--- src/rtl/instr_fetch.sv ---
// Instruction fetch stage: fetch PC, one-cycle-latency imem read, prefetch queue to decode.
// Optional macro IFETCH_BUBBLE_CNT_EN adds the perf_bubbles decode-starvation counter.
module instr_fetch #(
  parameter int          DEPTH    = 4,
  parameter logic [15:0] RESET_PC = 16'h0000
) (
  input  logic        clk,
  input  logic        reset,
  output logic [15:0] imem_addr,
  output logic        imem_en,
  input  logic [15:0] imem_rdata,
  input  logic        redirect,
  input  logic [15:0] redirect_pc,
  input  logic        halt,
  output logic [15:0] ir,
  output logic [15:0] ir_pc,
  output logic        ir_valid,
  input  logic        ir_ready
`ifdef IFETCH_BUBBLE_CNT_EN
  ,
  output logic [15:0] perf_bubbles
`endif
);

  localparam int PTR_W = (DEPTH > 1) ? $clog2(DEPTH) : 1;
  localparam int CNT_W = PTR_W + 1;
  localparam logic [CNT_W-1:0] DEPTH_C = CNT_W'(DEPTH);

  logic [15:0]      fetch_pc_q, fetch_pc_d;
  logic [15:0]      inflight_pc_q, inflight_pc_d;
  logic             inflight_q, inflight_d;
  logic [PTR_W-1:0] head_q, head_d;
  logic [PTR_W-1:0] tail_q, tail_d;
  logic [CNT_W-1:0] occ_q, occ_d;
  logic [15:0]      instr_mem_q [DEPTH];
  logic [15:0]      instr_mem_d [DEPTH];
  logic [15:0]      pc_mem_q [DEPTH];
  logic [15:0]      pc_mem_d [DEPTH];

  logic [CNT_W-1:0] used;
  logic             issue;
  logic             push;
  logic             pop;

  // Decode handshake: ir/ir_pc are meaningful while ir_valid is high; the head entry is
  // consumed on every clock edge where ir_valid && ir_ready. ir_valid never depends on ir_ready.
  always_comb begin
    ir_valid = !reset && (occ_q != '0);
    ir       = ir_valid ? instr_mem_q[head_q] : 16'h0000;
    ir_pc    = ir_valid ? pc_mem_q[head_q]    : 16'h0000;
    imem_en  = issue;
    imem_addr = reset ? 16'h0000 : fetch_pc_q;
  end

  // Credit counts the in-flight read so a returning word always has a free slot.
  always_comb begin
    used          = occ_q + CNT_W'(inflight_q);
    issue         = !reset && !redirect && !halt && (used < DEPTH_C);
    push          = inflight_q && !redirect;
    pop           = ir_valid && ir_ready;
    fetch_pc_d    = fetch_pc_q;
    inflight_pc_d = inflight_pc_q;
    inflight_d    = issue;
    head_d        = head_q;
    tail_d        = tail_q;
    occ_d         = occ_q;
    instr_mem_d   = instr_mem_q;
    pc_mem_d      = pc_mem_q;

    if (issue) begin
      fetch_pc_d    = fetch_pc_q + 16'd1;
      inflight_pc_d = fetch_pc_q;
    end
    if (push) begin
      instr_mem_d[tail_q] = imem_rdata;
      pc_mem_d[tail_q]    = inflight_pc_q;
      tail_d              = tail_q + PTR_W'(1);
    end
    if (pop) begin
      head_d = head_q + PTR_W'(1);
    end
    case ({push, pop})
      2'b10:   occ_d = occ_q + CNT_W'(1);
      2'b01:   occ_d = occ_q - CNT_W'(1);
      default: occ_d = occ_q;
    endcase

    // Redirect wins over everything: returning data and queued words are stale.
    if (redirect) begin
      fetch_pc_d = redirect_pc;
      inflight_d = 1'b0;
      head_d     = '0;
      tail_d     = '0;
      occ_d      = '0;
    end
  end

  always_ff @(posedge clk) begin
    if (reset) begin
      fetch_pc_q    <= RESET_PC;
      inflight_pc_q <= 16'h0000;
      inflight_q    <= 1'b0;
      head_q        <= '0;
      tail_q        <= '0;
      occ_q         <= '0;
    end else begin
      fetch_pc_q    <= fetch_pc_d;
      inflight_pc_q <= inflight_pc_d;
      inflight_q    <= inflight_d;
      head_q        <= head_d;
      tail_q        <= tail_d;
      occ_q         <= occ_d;
    end
  end

  // Queue storage needs no reset; occupancy alone decides what is visible.
  always_ff @(posedge clk) begin
    instr_mem_q <= instr_mem_d;
    pc_mem_q    <= pc_mem_d;
  end

`ifdef IFETCH_BUBBLE_CNT_EN
  logic [15:0] perf_bubbles_q, perf_bubbles_d;

  always_comb begin
    perf_bubbles_d = perf_bubbles_q;
    if (!reset && !halt && ir_ready && !ir_valid && (perf_bubbles_q != 16'hFFFF)) begin
      perf_bubbles_d = perf_bubbles_q + 16'd1;
    end
  end

  always_ff @(posedge clk) begin
    if (reset) begin
      perf_bubbles_q <= 16'h0000;
    end else begin
      perf_bubbles_q <= perf_bubbles_d;
    end
  end

  assign perf_bubbles = perf_bubbles_q;
`endif

endmodule

--- config.mk ---
export PLATFORM = sky130hd
export DESIGN_NAME = instr_fetch
export DESIGN_NICKNAME = d
export VERILOG_FILES = /design/src/rtl/instr_fetch.sv
export SDC_FILE = /design/constraint.sdc
export NUM_CORES = 1
export LEC_CHECK = 0
export ABC_CLOCK_PERIOD_IN_PS = 5500
export CAP_MARGIN = 0
export CORE_MARGIN = 2
export CORE_UTILIZATION = 60
export CTS_CLUSTER_SIZE = 14
export DETAILED_ROUTE_END_ITERATION = 10
export GPL_ROUTABILITY_DRIVEN = 0
export MAX_ROUTING_LAYER = met4
export PLACE_DENSITY = 0.85
export SLEW_MARGIN = 20
export SYNTH_ARGS = -nofsm -noshare
export SYNTH_HDL_FRONTEND = slang
export SYNTH_SLANG_ARGS = --single-unit
--- constraint.sdc ---
create_clock -name clk -period 5.5 [get_ports clk]
set_input_delay 1.1 -clock clk [delete_from_list [all_inputs] [get_ports clk]]
set_output_delay 1.1 -clock clk [all_outputs]
set_load 0.02 [all_outputs]
==> metrics.txt <==
I/O Pins=87; Num CTS Buffers=17; FP Rows=39; Routed Antenna Nets=0; DIE AREA=12600 um2; via count=4387; Sink Count=168; FF-to-FF Start=occ_q[2]$_SDFFE_PP0P_; Crit. End Element=primary output; fraction of registers with async set/reset=0%; EDFF count, synth=128; placed inst area=7990 um2; H-tree levels=4; Slew headroom=26.6%; met2 usage in global routing=41.0%; drt initial violations=418; DRC Markers=0; leakage=2.82 nW; area grow syn2layout=22.2%; Fmax=242 MHz; Primary FF master, synth=edfxtp_1; Fin. Hold Viols=0; fin crit period=4.13 ns; Tcrit/Tclk final=75.0%; xor and xnor area share after synthesis=0.749%; Worst R2R End=occ_q[2]$_SDFFE_PP0P_; Synthesized Nets=520; starting density of the core=61.4%; antenna cells=0; Critical path origin=head_q[0]$_SDFFE_PP0P_; synth warn=0; mux cell area share after synthesis=11.0%; cell area power density=310 nW/um2; post-DR wirelength/cell=20.8 um; worst clock skew=0.00721 ns; Worst-Skew Late Latency=0.42 ns; crit path DAT=3.03 ns; DIE WIDTH=112 um; CTS tree=yes; Finish-stage setup viols=0; All-Layer GR Usage=25.7%; post-DP HPWL=8.84 mm; simple-gate share of the synthesized area=13.0%; sequential area share after synthesis=66.2%; Port Buffer Count=86; Least-Margin Pin Slew=1.10 ns; area of the core=11400 um2; TritonRoute pass-1 iters=4; Worst R2R Path Depth=8; Non-Filler Instances=715; Worst EP required=4.40 ns; gr ovfl total=0; initial antenna violation count=0; met1 layer usage reported by global route=32.7%; CTS root buf=clkbuf_16; Syn Inst Count=476; Synth Area per Inst=14.7 um2; post_cts resized=0; status=finished, final reports clean; synthesized flop and latch total=168; Setup TNS Final=0 ns; max-cap violations=0; Place WS=1.39 ns; CP Launch Type=register; Clock Pin Slew Worst Setup and Hold Paths=0.07 ns; Design Area, Final=8570 um2; busiest grt layer=met2; Die Span Y=112 um; Setup Crit Path Kind=reg2out; setup slack, reg-to-reg=3.04 ns; Hold Slack=0.501 ns; Worst setup endpoint=ir_pc[12]; HP Class=reg2reg; Max FO, Critical Path=25; final count of pins violating max slew=0; final worst-path setup slack=1.37 ns; Placed Instances=683; RSZ-0062 raised after global routing=false; Compound-Gate Fraction of Synth Area=5.10%; Hold Buf Count CTS=0; pin count of the biggest net entering global routing=57; layout cells sized above 1=14.9%; first-pass GRT wire length=23.7 mm; vias in the first global route=4405; largest family of logic cells by synthesized area=simple AND/OR/NAND/NOR gates; Vias/cell=6.14; final core occ=75.1%; Yosys cell types=52; Synth Area in Adders=1.36%; Syn Std Cell Area=7020 um2; met3 usage=5.35%; Clock Tree Buf Depth=2; Peak VDD IR=0.000259 V; Layout Nets=603; overall power=2.66 mW; post-CTS setup buffer count=0; routed wire length=14.8 mm
==> Yosys cell counts, types with 5 or more instances <==
| master | n | share of area [%] |
|---|---|---|
| nand2_1 | 27 | 1.4 |
| nand4_1 | 9 | 0.80 |
| a31oi_1 | 6 | 0.54 |
| a311oi_1 | 5 | 0.62 |
| mux4_2 | 32 | 10 |
| and2_1 | 37 | 3.3 |
| a21oi_1 | 21 | 1.5 |
| nand3_1 | 22 | 1.6 |
| edfxtp_1 | 128 | 55 |
| ha_1 | 6 | 1.1 |
| nor2b_1 | 20 | 1.8 |
| inv_1 | 13 | 0.70 |
| dfxtp_1 | 40 | 11 |
| buf_2 | 9 | 0.64 |
| clkbuf_1 | 21 | 1.1 |
| nor2_1 | 18 | 0.96 |
==> how the worst min path moves through the flow <==
stage                     cells after the start  slack, ns                           start                             end
after floorplan                               2       0.46     fetch_pc_q[15]$_SDFFE_PP0P_  inflight_pc_q[15]$_SDFFE_PP0P_
after detailed placement                      0       0.49   inflight_pc_q[8]$_SDFFE_PP0P_          pc_mem_q[24]$_DFFE_PP_
final                                         2       0.50  inflight_pc_q[12]$_SDFFE_PP0P_  inflight_pc_q[12]$_SDFFE_PP0P_
after CTS                                     2       0.50   inflight_pc_q[7]$_SDFFE_PP0P_   inflight_pc_q[7]$_SDFFE_PP0P_
after global routing                          2       0.53   inflight_pc_q[7]$_SDFFE_PP0P_   inflight_pc_q[7]$_SDFFE_PP0P_
after global placement                        0       0.47  inflight_pc_q[12]$_SDFFE_PP0P_          pc_mem_q[28]$_DFFE_PP_
==> logic make-up after synthesis <==
group,count (synthesis)
AO/OA/AOI/OAI,54
XOR/XNOR,6
adder cells (fa/ha/maj),7
buffers and inverters,44
flip-flops,168
multiplexers,36
AND/OR/NAND/NOR,161
==> layout make-up <==
type | count | area (um2)
repair buffers | 95 | 923
clock buffers | 17 | 425
clock inverters | 15 | 155
flip-flops and latches | 168 | 4650
well taps | 143 | 179
inverters | 13 | 48.8
multi-input cells | 264 | 2190
fillers | 703 | 2850
==> flip-flops by register name, summed over array words and instances (netlist names) <==
signal / flops
tail_q: 2
pc_mem_q: 64
fetch_pc_q: 16
inflight_pc_q: 16
instr_mem_q: 64
head_q: 2
occ_q: 3
inflight_q: 1
==> critical path, stage by stage, from the launching register on <==
cell and delay, ns:
dfxtp_2 0.93, buf_4 0.38, mux4_2 0.54, and2_1 0.17
clkdlybuf4s50_1 0.57
==> cell usage in the layout, fill, tap and decap left out, types with 2 or more instances in the layout <==
master,n
a21boi_0,3
a21oi_1,21
a221oi_1,3
a311oi_1,5
a31oi_1,6
and2_1,37
and3_1,3
and4_1,3
buf_4,9
bufinv_16,2
clkbuf_16,17
clkdlybuf4s50_1,85
clkinv_2,2
clkinv_4,4
clkinvlp_4,5
dfxtp_1,39
edfxtp_1,128
ha_1,6
inv_1,13
mux2i_2,2
mux4_2,32
nand2_1,27
nand3_1,22
nand4_1,9
nand4b_1,2
nor2_1,17
nor2_2,2
nor2b_1,20
nor3_1,4
o211ai_1,3
o21ai_0,3
o311ai_0,2
or3_1,4
or4_1,2
xnor2_1,4
xor2_1,2
==> metal layers <==
layer	up-vias	wire (um)	share of wire, %
met4	0	473	3.2
met1	2152	6080	41
met2	219	7410	50
li1	1980	-	-
met5	-	0	0
met3	36	885	6.0
==> power by group <==
group / switching [mW] / internal [mW] / leakage, nW
logic: 0.0609 / 0.0567 / 0.980
registers: 0.0180 / 1.37 / 1.57
clock network: 0.484 / 0.668 / 0.269
No activity file was read; power rests on OpenSTA's default activity.
